**src/rtl/mini_calc_driver.sv**
```systemverilog
`default_nettype none
// ----------------------------------------------------------------------------
// mini_calc_driver : queues calculator commands, issues them one at a time,
//                    waits a fixed latency and returns results by valid/ready.
// Revision 1.0
// ----------------------------------------------------------------------------
module mini_calc_driver #(
  parameter int INPUT_BIT_WIDTH = 8,
  parameter int INSTR_BIT_WIDTH = 4,
  parameter logic [INSTR_BIT_WIDTH-1:0] CODE_INSTR_NOP = 4'b1111,
  parameter int CALC_LATENCY = 2,
  parameter int FIFO_DEPTH = 4
) (
  input  logic                         Clk,
  input  logic                         Reset,
  input  logic                         CmdValid,
  output logic                         CmdReady,
  input  logic [INSTR_BIT_WIDTH-1:0]   CmdInstruction,
  input  logic [INPUT_BIT_WIDTH-1:0]   CmdA,
  input  logic [INPUT_BIT_WIDTH-1:0]   CmdB,
  output logic [INSTR_BIT_WIDTH-1:0]   CalcInstruction,
  output logic [INPUT_BIT_WIDTH-1:0]   CalcInputA,
  output logic [INPUT_BIT_WIDTH-1:0]   CalcInputB,
  input  logic [INPUT_BIT_WIDTH-1:0]   CalcOutputA,
  input  logic [INPUT_BIT_WIDTH-1:0]   CalcOutputB,
  output logic                         ResValid,
  input  logic                         ResReady,
  output logic [INSTR_BIT_WIDTH-1:0]   ResInstruction,
  output logic [INPUT_BIT_WIDTH-1:0]   ResA,
  output logic [INPUT_BIT_WIDTH-1:0]   ResB,
  output logic [$clog2(FIFO_DEPTH):0]  QueueCount,
  output logic                         Busy
);

  localparam int PTR_W   = $clog2(FIFO_DEPTH);
  localparam int CNT_W   = PTR_W + 1;
  localparam int WAIT_W  = $clog2(CALC_LATENCY + 1);
  localparam int ENTRY_W = INSTR_BIT_WIDTH + 2 * INPUT_BIT_WIDTH;

  localparam logic [1:0] ST_IDLE   = 2'd0;
  localparam logic [1:0] ST_WAIT   = 2'd1;
  localparam logic [1:0] ST_RESULT = 2'd2;

  logic [ENTRY_W-1:0]         mem_q [FIFO_DEPTH];
  logic [ENTRY_W-1:0]         mem_d [FIFO_DEPTH];
  logic [PTR_W-1:0]           wr_ptr_q, wr_ptr_d;
  logic [PTR_W-1:0]           rd_ptr_q, rd_ptr_d;
  logic [CNT_W-1:0]           count_q, count_d;
  logic [1:0]                 state_q, state_d;
  logic [WAIT_W-1:0]          wait_cnt_q, wait_cnt_d;
  logic [INSTR_BIT_WIDTH-1:0] calc_instr_q, calc_instr_d;
  logic [INPUT_BIT_WIDTH-1:0] calc_a_q, calc_a_d;
  logic [INPUT_BIT_WIDTH-1:0] calc_b_q, calc_b_d;
  logic                       res_valid_q, res_valid_d;
  logic [INSTR_BIT_WIDTH-1:0] res_instr_q, res_instr_d;
  logic [INPUT_BIT_WIDTH-1:0] res_a_q, res_a_d;
  logic [INPUT_BIT_WIDTH-1:0] res_b_q, res_b_d;

  logic               cmd_ready;
  logic               push;
  logic               pop;
  logic [ENTRY_W-1:0] head;

  assign cmd_ready = (count_q < CNT_W'(FIFO_DEPTH));
  assign push      = CmdValid && cmd_ready;
  assign head      = mem_q[rd_ptr_q];

  always_comb begin
    mem_d        = mem_q;
    wr_ptr_d     = wr_ptr_q;
    rd_ptr_d     = rd_ptr_q;
    count_d      = count_q;
    state_d      = state_q;
    wait_cnt_d   = wait_cnt_q;
    calc_instr_d = calc_instr_q;
    calc_a_d     = calc_a_q;
    calc_b_d     = calc_b_q;
    res_valid_d  = res_valid_q;
    res_instr_d  = res_instr_q;
    res_a_d      = res_a_q;
    res_b_d      = res_b_q;
    pop          = 1'b0;

    case (state_q)
      ST_IDLE: begin
        if (count_q != '0) begin
          pop     = 1'b1;
          state_d = ST_WAIT;
        end
      end
      ST_WAIT: begin
        wait_cnt_d = wait_cnt_q - WAIT_W'(1);
        if (wait_cnt_q == WAIT_W'(1)) begin
          // calc_instr_q still carries the in-flight opcode at this edge
          res_valid_d  = 1'b1;
          res_a_d      = CalcOutputA;
          res_b_d      = CalcOutputB;
          res_instr_d  = calc_instr_q;
          calc_instr_d = CODE_INSTR_NOP;
          calc_a_d     = '0;
          calc_b_d     = '0;
          state_d      = ST_RESULT;
        end
      end
      ST_RESULT: begin
        if (ResReady) begin
          res_valid_d = 1'b0;
          if (count_q != '0) begin
            pop     = 1'b1;
            state_d = ST_WAIT;
          end else begin
            state_d = ST_IDLE;
          end
        end
      end
      default: state_d = ST_IDLE;
    endcase

    if (pop) begin
      {calc_instr_d, calc_a_d, calc_b_d} = head;
      wait_cnt_d = WAIT_W'(CALC_LATENCY);
      rd_ptr_d   = rd_ptr_q + PTR_W'(1);
    end

    if (push) begin
      mem_d[wr_ptr_q] = {CmdInstruction, CmdA, CmdB};
      wr_ptr_d        = wr_ptr_q + PTR_W'(1);
    end

    if (push && !pop) begin
      count_d = count_q + CNT_W'(1);
    end else if (pop && !push) begin
      count_d = count_q - CNT_W'(1);
    end
  end

  always_ff @(posedge Clk) begin
    mem_q <= mem_d;
    if (Reset) begin
      wr_ptr_q     <= '0;
      rd_ptr_q     <= '0;
      count_q      <= '0;
      state_q      <= ST_IDLE;
      wait_cnt_q   <= '0;
      calc_instr_q <= CODE_INSTR_NOP;
      calc_a_q     <= '0;
      calc_b_q     <= '0;
      res_valid_q  <= 1'b0;
      res_instr_q  <= '0;
      res_a_q      <= '0;
      res_b_q      <= '0;
    end else begin
      wr_ptr_q     <= wr_ptr_d;
      rd_ptr_q     <= rd_ptr_d;
      count_q      <= count_d;
      state_q      <= state_d;
      wait_cnt_q   <= wait_cnt_d;
      calc_instr_q <= calc_instr_d;
      calc_a_q     <= calc_a_d;
      calc_b_q     <= calc_b_d;
      res_valid_q  <= res_valid_d;
      res_instr_q  <= res_instr_d;
      res_a_q      <= res_a_d;
      res_b_q      <= res_b_d;
    end
  end

  assign CmdReady        = cmd_ready;
  assign CalcInstruction = calc_instr_q;
  assign CalcInputA      = calc_a_q;
  assign CalcInputB      = calc_b_q;
  assign ResValid        = res_valid_q;
  assign ResInstruction  = res_instr_q;
  assign ResA            = res_a_q;
  assign ResB            = res_b_q;
  assign QueueCount      = count_q;
  assign Busy            = (state_q != ST_IDLE) || (count_q != '0);

endmodule
`default_nettype wire

```
**config.mk**
```make
export PLATFORM = sky130hd
export DESIGN_NAME = mini_calc_driver
export DESIGN_NICKNAME = d
export VERILOG_FILES = /design/src/rtl/mini_calc_driver.sv
export SDC_FILE = /design/constraint.sdc
export NUM_CORES = 1
export LEC_CHECK = 0
export ABC_AREA = 1
export CAP_MARGIN = 15
export CORE_AREA = 4 4 111 113
export DETAILED_ROUTE_END_ITERATION = 10
export DIE_AREA = 0 0 115 117
export PLACE_DENSITY = 0.75
export SYNTH_ARGS = -nofsm -noshare
export SYNTH_HDL_FRONTEND = slang
export SYNTH_SLANG_ARGS = --single-unit
```
**constraint.sdc**
```tcl
create_clock -name Clk -period 1.9 [get_ports Clk]
set_input_delay 0.38 -clock Clk [delete_from_list [all_inputs] [get_ports Clk]]
set_output_delay 0.38 -clock Clk [all_outputs]
set_load 0.02 [all_outputs]
```
==> run metrics, run 1 <==
result of the run completed; most common cell in the netlist nand2_1; CP Capture Type output pin; Leakage Power approximately 3.0 nW; DRT Wirelength about 12000 µm; Seq cells post-synth roughly 130; final setup fails 0; Synth cell types 22; register area share after synthesis 64.1%; Peak VDD IR roughly 0.00077 V; CP Launch Type flop; Synth Warn # 0; list of most frequent post-synthesis cells nand2_1 (140), inv_1 (99), edfxtp_1 (80); Max Freq 551 MHz; internal power 0.00725 W; critical path arrival around 1.4 ns; Syn Inst Count approximately 560; Worst-path clk slew 0.06 ns; cell type with the highest aggregate area in the netlist edfxtp_1; clock sinks between 100 and 150; top-area cell type share of the netlist area approximately 45%; share of cells above drive strength 1 ~9.8%; drc violations 0; Vias/cell ~5; CTS Buf Count 17; drt wl/cell approximately 15 µm; Initial Util between 40% and 50%; Comb pwr share between 30% and 40%; RSZ-0062 raised after global routing false; sequential share of power around a third; Worst Max-Slew Pin Slew around 0.45 ns; launch point of the worst path QueueCount[2]; met2 usage around a third; Starting DRT DRC Count approximately 260; via count approximately 4000; DP HPWL about 7500 µm; max-cap viol count 0; vias in the first global route 4051; Clock Latency Late Sink 0.41 ns; Setup crit end CmdReady; max_slew headroom a little over two thirds; number of cells on the worst reg-to-reg path 10; first-pass iteration count of the detailed router 5; # Post-CTS Setup Buffers 0; Max clock buf depth 2; met3 Use GR about 5.7%; max-slew violations 0; die footprint 13500 µm²; area delta synth->final 32.5%; Post-DRT Antenna Nets 0; CTS tree yes; clock root buffer clkbuf_16; Die W 115 µm; GR Overflow Total 0; final worst path period need around 1.8 ns; largest net degree at the start of global routing 54; Hold-fix buffers, CTS 0; hold_ws about 0.44 ns; Power Total 0.0109 W; CTS H-tree lvls 4; Net Sw Frac around a third; Area after DPL roughly 6500 µm²; DIE HEIGHT ~120 µm; hold crit path type flop to flop; reg2reg end QueueCount[2]; ys async rst share 0%; Global Route Usage Sum between 10% and 20%; post-synth net total between 600 and 700; synthesized area roughly 5400 µm²; global-route wire length before repair roughly 20000 µm; io pins 86; r2r setup slk roughly 0.21 ns; syn avg cell area 9.56 µm²; Post-synth EDFFs 80; cell area after layout 7120 µm²; crit-path max FO 6; Placement Rows 39; Final Hold Fails 0; n_diodes 0; initial antenna violation count 0; met1 usage between 20% and 30%; Primary FF master, synth edfxtp_1; Required @ worst endpoint around 1.5 ns; Psw 0.00369 W; largest cells by area after synthesis edfxtp_1 (45%), dfxtp_1 (19%), nand2_1 (9.8%), inv_1 (6.9%), nand3_1 (5.4%); CP Class flop to output pin; Final Cycle Share about 95%; core box area around 11000 µm²; Clock Skew between 0.01 and 0.015 ns; final net count approximately 700; GR peak layer met2; port bufs 85; clock power share 30.1%; R2R Path Start QueueCount[0]; Placer Congestion a little under 0.8; PwrDens 1540 nW/µm²
==> area by class of cell <==
class	instances	area, µm²
clock buffer	26	557
tap	143	179
fill	866	4200
sequential	132	3450
inverter	102	383
clock inverter	6	60.1
timing repair buffer	105	1070
multi-input combinational	300	1420
==> layer usage <==
layer,vias to the layer above,part of all wire (%)
li1,1989,-
met1,1871,40
met2,167,50
met3,13,7.9
met4,0,1.3
met5,-,0
==> state kept, by name (all words and copies together) (netlist names) <==
signal	cells
CalcInputB	8
wait_cnt_q	2
QueueCount	3
rd_ptr_q	2
CalcInstruction	4
ResInstruction	4
state_q	2
ResValid	1
wr_ptr_q	2
CalcInputA	8
ResB	8
ResA	8
mem_q	80
==> power by group through the flow <==
stage,sequential [W],clock (W),combinational [W]
after floorplan,0.00419,0,0.00201
after global placement,0.00385,0,0.00367
after detailed placement,0.00388,0,0.00379
after CTS,0.00382,0.00333,0.00384
after global routing,0.00389,0.00348,0.00422
final,0.00383,0.00330,0.00382
==> cell usage in the layout (no fill, tap or decap) <==
| master | n |
|---|---|
| bufinv_16 | 1 |
| nor2_1 | 8 |
| o21ai_1 | 1 |
| clkbuf_16 | 20 |
| clkbuf_4 | 1 |
| ha_1 | 6 |
| clkinv_2 | 3 |
| nand2_2 | 1 |
| buf_12 | 6 |
| nand2_4 | 1 |
| o21ai_0 | 26 |
| inv_4 | 1 |
| inv_1 | 98 |
| dlygate4sd2_1 | 1 |
| nand3b_1 | 5 |
| dfxtp_1 | 49 |
| clkinv_4 | 1 |
| inv_2 | 4 |
| dfxtp_2 | 3 |
| clkbuf_8 | 3 |
| clkbuf_1 | 2 |
| xor2_1 | 1 |
| nand3_1 | 58 |
| xnor2_1 | 1 |
| fa_2 | 1 |
| edfxtp_1 | 80 |
| nor2_2 | 5 |
| buf_4 | 14 |
| nand2_1 | 140 |
| nand4_1 | 1 |
| nand3_2 | 1 |
| a21oi_1 | 44 |
| clkdlybuf4s50_1 | 84 |
==> repair_timing <==
item | in CTS | in global routing
gates resized for setup | 1 | 3
cloned | 0 | 0
hold endpoints to repair | 0 | 0
setup endpoints to repair | 1 | 1
==> worst max-delay path, cell delays in order (launching register included) <==
cell,delay [ns]
dfxtp_2,0.33
inv_2,0.09
clkdlybuf4s50_1,0.61
==> worst min-delay path by stage <==
stage,start,end,slack (ns),cells after the start
after global routing,ResB[5],ResB[5],0.47,2
final,ResInstruction[0],ResInstruction[0],0.44,2
after CTS,ResInstruction[0],ResInstruction[0],0.44,2
after global placement,ResA[1],ResA[1],0.43,2
after detailed placement,ResInstruction[0],ResInstruction[0],0.43,2
after floorplan,Reset,ResValid,0.45,1
==> stage by stage <==
stage               utilization [%]  instances  TNS (ns)  setup slack [ns]
floorplan                         -        562     -3.78           -0.0472
global placement               57.4        782    -0.308            -0.175
detailed placement             57.4        782    -0.446            -0.244
CTS                            62.8        814         0            0.0478
global route                   62.9        814         0            0.0163
finish                         62.9        814         0            0.0865
==> kinds of logic after synthesis <==
kind of cell	synth area share (%)
AO/OA/AOI/OAI	6.61
XOR/XNOR	0.326
adder cells (fa/ha/maj)	1.77
buffers and inverters	9.78
flip-flops	64.1
AND/OR/NAND/NOR	17.4
Power figures use the tool's default switching activity.
==> run 2: changes to the inputs <==
Settings changed: CELL_PAD_IN_SITES_DETAIL_PLACEMENT set to 1, CELL_PAD_IN_SITES_GLOBAL_PLACEMENT set to 1, CORE_AREA 4 4 111 113 to 4 4 126 128, DIE_AREA 0 0 115 117 to 0 0 130 132, PLACE_DENSITY 0.75 to not set, PLACE_DENSITY_LB_ADDON set to 0.1.
==> run 2 against run 1 <==
  * Critical path depth is the same
  * Routed wire length up 12%
  * Fmax grew 0.25%
  * Via count rose by 0.77%
  * Global-route usage down 2.0 points
  * Non-clock buffer count increased by 7
  * Register-to-register slack worse by 0.06 ns
  * Clock skew decreased by 0.0030 ns
  * Setup slack improved by 0.0045 ns
  * Sequential power barely moved
  * First-iteration DRC count fell by 48%
  * Critical path type unchanged
  * Largest cell class unchanged
  * Highest routed layer unchanged
==> run metrics, run 2 (synthesis results as in run 1) <==
clock root buffer clkbuf_16 (unchanged); CP Capture Type output pin (unchanged); Post-DRT Antenna Nets 0 (unchanged); PwrDens 1530 nW/µm² (was 1540 nW/µm²); RSZ-0062 raised after global routing false (unchanged); first-pass iteration count of the detailed router 4 (was 5); Vias/cell 4.70 (was 4.96); clock power share 29.4% (was 30.1%); CP Class flop to output pin (unchanged); hold crit path type flop to flop (unchanged); Worst-path clk slew 0.06 ns (about the same); Hold-fix buffers, CTS 0 (unchanged); most frequent cells in the layout nand2_1 (140), inv_1 (98), clkdlybuf4s50_1 (84) (unchanged); pre-CTS setup slack -0.246 ns (was -0.244 ns); Initial Util 36.1% (was 47.5%); Power Total 0.0110 W (was 0.0109 W); Global Route Usage Sum 16.9% (was 18.9%); Max Freq 553 MHz (was 551 MHz); initial antenna violation count 0 (unchanged); DIE HEIGHT 132 µm (was 117 µm); Max clock buf depth 2 (unchanged); Largest Register mem_q (unchanged); Final Hold Fails 0 (unchanged); area delta synth->final 33.6% (was 32.5%); critical path cell sequence inv_2 -> clkdlybuf4s50_1 (unchanged); max_slew headroom 67.9% (was 69.8%); Final Cycle Share 95.2% (was 95.4%); share of cells above drive strength 1 10.2% (was 9.84%); DRT Wirelength 13600 µm (was 12100 µm); core box area 14900 µm² (was 11300 µm²); CTS H-tree lvls 4 (unchanged); r2r setup slk 0.15 ns (was 0.21 ns); CTS Buf Count 17 (unchanged); final setup fails 0 (unchanged); slowest stage delay, CP 0.61 ns (about the same); Slowest cell on crit path clkdlybuf4s50_1 (unchanged); final worst path period need 1.81 ns (about the same); drc violations 0 (unchanged); crit-path max FO 6 (unchanged); io pins 86 (unchanged); max-slew violations 0 (unchanged); launch point of the worst path QueueCount[2] (unchanged); hold_ws 0.444 ns (was 0.440 ns); Placer Congestion 0.755 (was 0.781); R2R Path Start QueueCount[0] (unchanged); # Post-CTS Setup Buffers 0 (unchanged); Clock Latency Late Sink 0.42 ns (was 0.41 ns); Clock Skew 0.0119 ns (was 0.0149 ns); Worst Max-Slew Pin Slew 0.482 ns (was 0.453 ns); internal power 0.00723 W (was 0.00725 W); largest net degree at the start of global routing 43 (was 54); Setup crit end CmdReady (unchanged); clock sinks 132 (unchanged); GR Overflow Total 0 (unchanged); critical path arrival 1.43 ns (about the same); n_diodes 0 (unchanged); CP Launch Type flop (unchanged); Fin Setup TNS 0 ns (unchanged); result of the run completed (unchanged); Leakage Power 2.96 nW (about the same); Starting DRT DRC Count 136 (was 264); sequential share of power 34.9% (was 35.0%); Required @ worst endpoint 1.52 ns (about the same); non-filler cells, final 866 (was 814); global-route wire length before repair 22200 µm (was 19600 µm); commonest non-fill, non-tap cell in the layout nand2_1 (unchanged); via count 4071 (was 4040); fillcell total 1706 (was 866); max-cap viol count 0 (unchanged); setup ws final 0.0910 ns (was 0.0865 ns); drt wl/cell 15.7 µm (was 14.9 µm); final net count 712 (was 705); CTS tree yes (unchanged); DP HPWL 9150 µm (was 7510 µm); Net Sw Frac 34.2% (was 33.7%); Die W 130 µm (was 115 µm); die footprint 17200 µm² (was 13500 µm²); number of cells on the worst reg-to-reg path 10 (unchanged); Peak VDD IR 0.000734 V (was 0.000767 V); max reg flops 80 (unchanged); total placed cells including tap cells 834 (was 782); Placement Rows 45 (was 39); Comb pwr share 35.8% (was 34.9%); port bufs 85 (unchanged); reg2reg end QueueCount[2] (unchanged); vias in the first global route 4356 (was 4051); Psw 0.00376 W (was 0.00369 W)
[run 2: cell count changes in the layout (fill, tap and decap cells not counted), sizes merged]
cell      previous run  this run
clkbuf              26        20
clkinvlp             0         2
bufinv               1         3
clkinv               4         7
buf                 20        27
inv                103       102
[run 2: how the worst min path moves through the flow]
| stage | start | to | slack (ns) | cells after the start |
|---|---|---|---|---|
| 6_report | ResA[3] | ResA[3] | 0.44 | 2 |
| 5_1_grt | ResB[4] | ResB[4] | 0.46 | 2 |
| 4_1_cts | ResA[3] | ResA[3] | 0.44 | 2 |
| 3_5_place_dp | ResA[3] | ResA[3] | 0.44 | 2 |
| 3_3_place_gp | ResB[5] | ResB[5] | 0.43 | 2 |
| 2_1_floorplan | Reset | ResValid | 0.45 | 1 |
[run 2: critical path: cells and delay by family, from the launching register on]
| kind | cells | cell delay, ns |
|---|---|---|
| buffers and inverters | 2 | 0.70 |
| DFF | 1 | 0.32 |
[run 2: timing repair]
item / CTS / global route
gates resized for setup: 1 / 1
endpoints found under the hold margin: 0 / 0
setup endpoints to repair: 1 / 1
pin swaps: 0 / 0
gates cloned: 0 / 0
[run 2: routing by layer]
layer	vias to the layer above	global-route usage, %	share of wire [%]
met5	-	0	0
met4	0	6.24	1.8
met3	19	4.17	3.9
met2	72	29.3	51
met1	1977	20.2	44
li1	2003	-	-
[run 2: area by class of cell]
type	count	area, µm²	share of cell area (%)
Inverter	102	383	5.33
Sequential cell	132	3450	48.0
Timing Repair Buffer	112	1110	15.5
Multi-Input combinational cell	300	1420	19.7
Clock inverter	12	136	1.90
Clock buffer	20	447	6.22
Tap cell	188	235	3.28
[run 2: power by group through the flow]
stage                     Combinational, W  Sequential [W]  Clock (W)
final                              0.00393         0.00383    0.00323
after CTS                          0.00403         0.00384    0.00329
after global placement             0.00390         0.00387          0
after floorplan                    0.00201         0.00419          0
after global routing               0.00442         0.00390    0.00344
after detailed placement           0.00401         0.00390          0
[run 2: through the flow]
| stage | utilization, % | cell area (µm²) |
|---|---|---|
| floorplan | - | 5380 |
| global placement | 44.4 | 6600 |
| detailed placement | 44.4 | 6600 |
| CTS | 48.3 | 7180 |
| global route | 48.3 | 7180 |
| finish | 48.3 | 7180 |
==> run 3: changes to the inputs <==
Settings changed: CELL_PAD_IN_SITES_GLOBAL_PLACEMENT 1 to 2, CORE_AREA 4 4 126 128 to 4 4 139 141, DIE_AREA 0 0 130 132 to 0 0 143 145.
==> run 3 against run 2 <==
  * Utilization fell by 8.0 points
  * Clock power grew 4%
  * Clock skew down 0.0049 ns
  * Setup slack lost 0.023 ns
  * Global-route usage decreased by 2.8 points
  * Non-clock buffer count decreased by 5
  * Critical path type unchanged
  * Count of clock-buffer cells in the layout is 2 lower
  * Via count fell by 2.3%
  * Sequential power barely moved
  * Critical path depth fell by 1
==> run metrics, run 3 (synthesis results as in run 1) <==
critical path cell sequence clkdlybuf4s50_1 (was inv_2 -> clkdlybuf4s50_1); Max Freq 546 MHz (was 553 MHz); pre-CTS setup slack -0.273 ns (was -0.246 ns); drc violations 0 (unchanged); Clock Latency Late Sink 0.41 ns (was 0.42 ns); GR Overflow Total 0 (unchanged); Leakage Power 2.95 nW (was 2.96 nW); Required @ worst endpoint 1.52 ns (about the same); CTS tree yes (unchanged); WP buf/inv 1 (was 2); max reg flops 80 (unchanged); CP Class flop to output pin (unchanged); DP HPWL 8970 µm (was 9150 µm); most frequent cells in the layout nand2_1 (140), inv_1 (98), clkdlybuf4s50_1 (83) (was nand2_1 (140), inv_1 (98), clkdlybuf4s50_1 (84)); Final Cycle Share 96.4% (was 95.2%); Placer Congestion 0.681 (was 0.755); clock sinks 132 (unchanged); critical path arrival 1.45 ns (was 1.43 ns); PwrDens 1530 nW/µm² (about the same); core box area 18000 µm² (was 14900 µm²); share of cells above drive strength 1 10.1% (was 10.2%); CTS H-tree lvls 4 (unchanged); Max clock buf depth 2 (unchanged); Post-DRT Antenna Nets 0 (unchanged); Final Hold Fails 0 (unchanged); vias in the first global route 4239 (was 4356); drt wl/cell 15.3 µm (was 15.7 µm); via count 3977 (was 4071); first-pass iteration count of the detailed router 4 (unchanged); CTS Buf Count 17 (unchanged); setup ws final 0.0678 ns (was 0.0910 ns); # Post-CTS Setup Buffers 0 (unchanged); area delta synth->final 34.7% (was 33.6%); initial antenna violation count 0 (unchanged); Post-CTS Resized 1 (unchanged); Worst Max-Slew Pin Slew 0.498 ns (was 0.482 ns); result of the run completed (unchanged); final setup fails 0 (unchanged); Starting DRT DRC Count 102 (was 136); CP Capture Type output pin (unchanged); CP Launch Type flop (unchanged); io pins 86 (unchanged); n_diodes 0 (unchanged); Worst-path clk slew 0.06 ns (about the same); Peak VDD IR 0.000865 V (was 0.000734 V); Clock Skew 0.00700 ns (was 0.0119 ns); DIE HEIGHT 145 µm (was 132 µm); Placement Rows 49 (was 45); slowest stage delay, CP 0.64 ns (was 0.61 ns); crit-path max FO 5 (was 6); final worst path period need 1.83 ns (was 1.81 ns); max_slew headroom 66.8% (was 67.9%); max-slew violations 0 (unchanged); clock root buffer clkbuf_16 (unchanged); global-route wire length before repair 22600 µm (was 22200 µm); Slowest cell on crit path clkdlybuf4s50_1 (unchanged); Vias/cell 4.41 (was 4.70); port bufs 85 (unchanged); largest net degree at the start of global routing 43 (unchanged); die footprint 20700 µm² (was 17200 µm²); Hold-fix buffers, CTS 0 (unchanged); DRT Wirelength 13800 µm (was 13600 µm); hold crit path type flop to flop (unchanged); family with the most delay on the worst path buffers and inverters (unchanged); Global Route Usage Sum 14.2% (was 16.9%); max-cap viol count 0 (unchanged); Die W 143 µm (was 130 µm); Final Core Density 40.3% (was 48.3%); Largest Register mem_q (unchanged); final net count 707 (was 712); commonest non-fill, non-tap cell in the layout nand2_1 (unchanged); RSZ-0062 raised after global routing false (unchanged); Initial Util 29.9% (was 36.1%)
==> run 3: layer usage <==
layer	wire length (µm)	share of wire (%)	global-route usage, %	vias up
met5	0	0	0	-
met3	608	4.4	3.03	15
li1	-	-	-	1996
met2	6940	50	24.3	83
met1	6100	44	17.6	1883
met4	182	1.3	4.71	0
==> run 3: cell type report <==
class / instances / area (µm²)
inverter: 102 / 383
clock inverter: 14 / 178
clock buffer: 18 / 429
multi-input combinational: 300 / 1420
fill: 2038 / 10700
tap: 229 / 287
timing repair buffer: 107 / 1090
sequential: 132 / 3450
==> run 3: final timing paths <==
check                      from            end  slack (ns)  depth (start not counted)
hold / removal          ResB[0]        ResB[0]        0.44                          2
setup / recovery  QueueCount[0]  QueueCount[0]        0.07                          1
setup reg to reg     state_q[0]  QueueCount[2]        0.17                         11
hold reg to reg         ResB[0]        ResB[0]        0.44                          2
==> run 3: through the flow <==
stage	setup TNS [ns]	total power (W)	instance area, µm²	std cells	hold WS [ns]
after floorplan	-3.78	0.00620	5380	562	0.449
after detailed placement	-0.460	0.00783	6620	870	0.437
after global routing	0	0.0119	7240	902	0.471
after global placement	-0.339	0.00773	6620	870	0.430
final	0	0.0110	7240	902	0.443
after CTS	0	0.0112	7230	902	0.446
==> run 3: power breakdown <==
group          total [W]  switching, W  internal (W)
Sequential       0.00385      0.000284       0.00357
Clock            0.00335       0.00128       0.00208
Combinational    0.00384       0.00232       0.00152
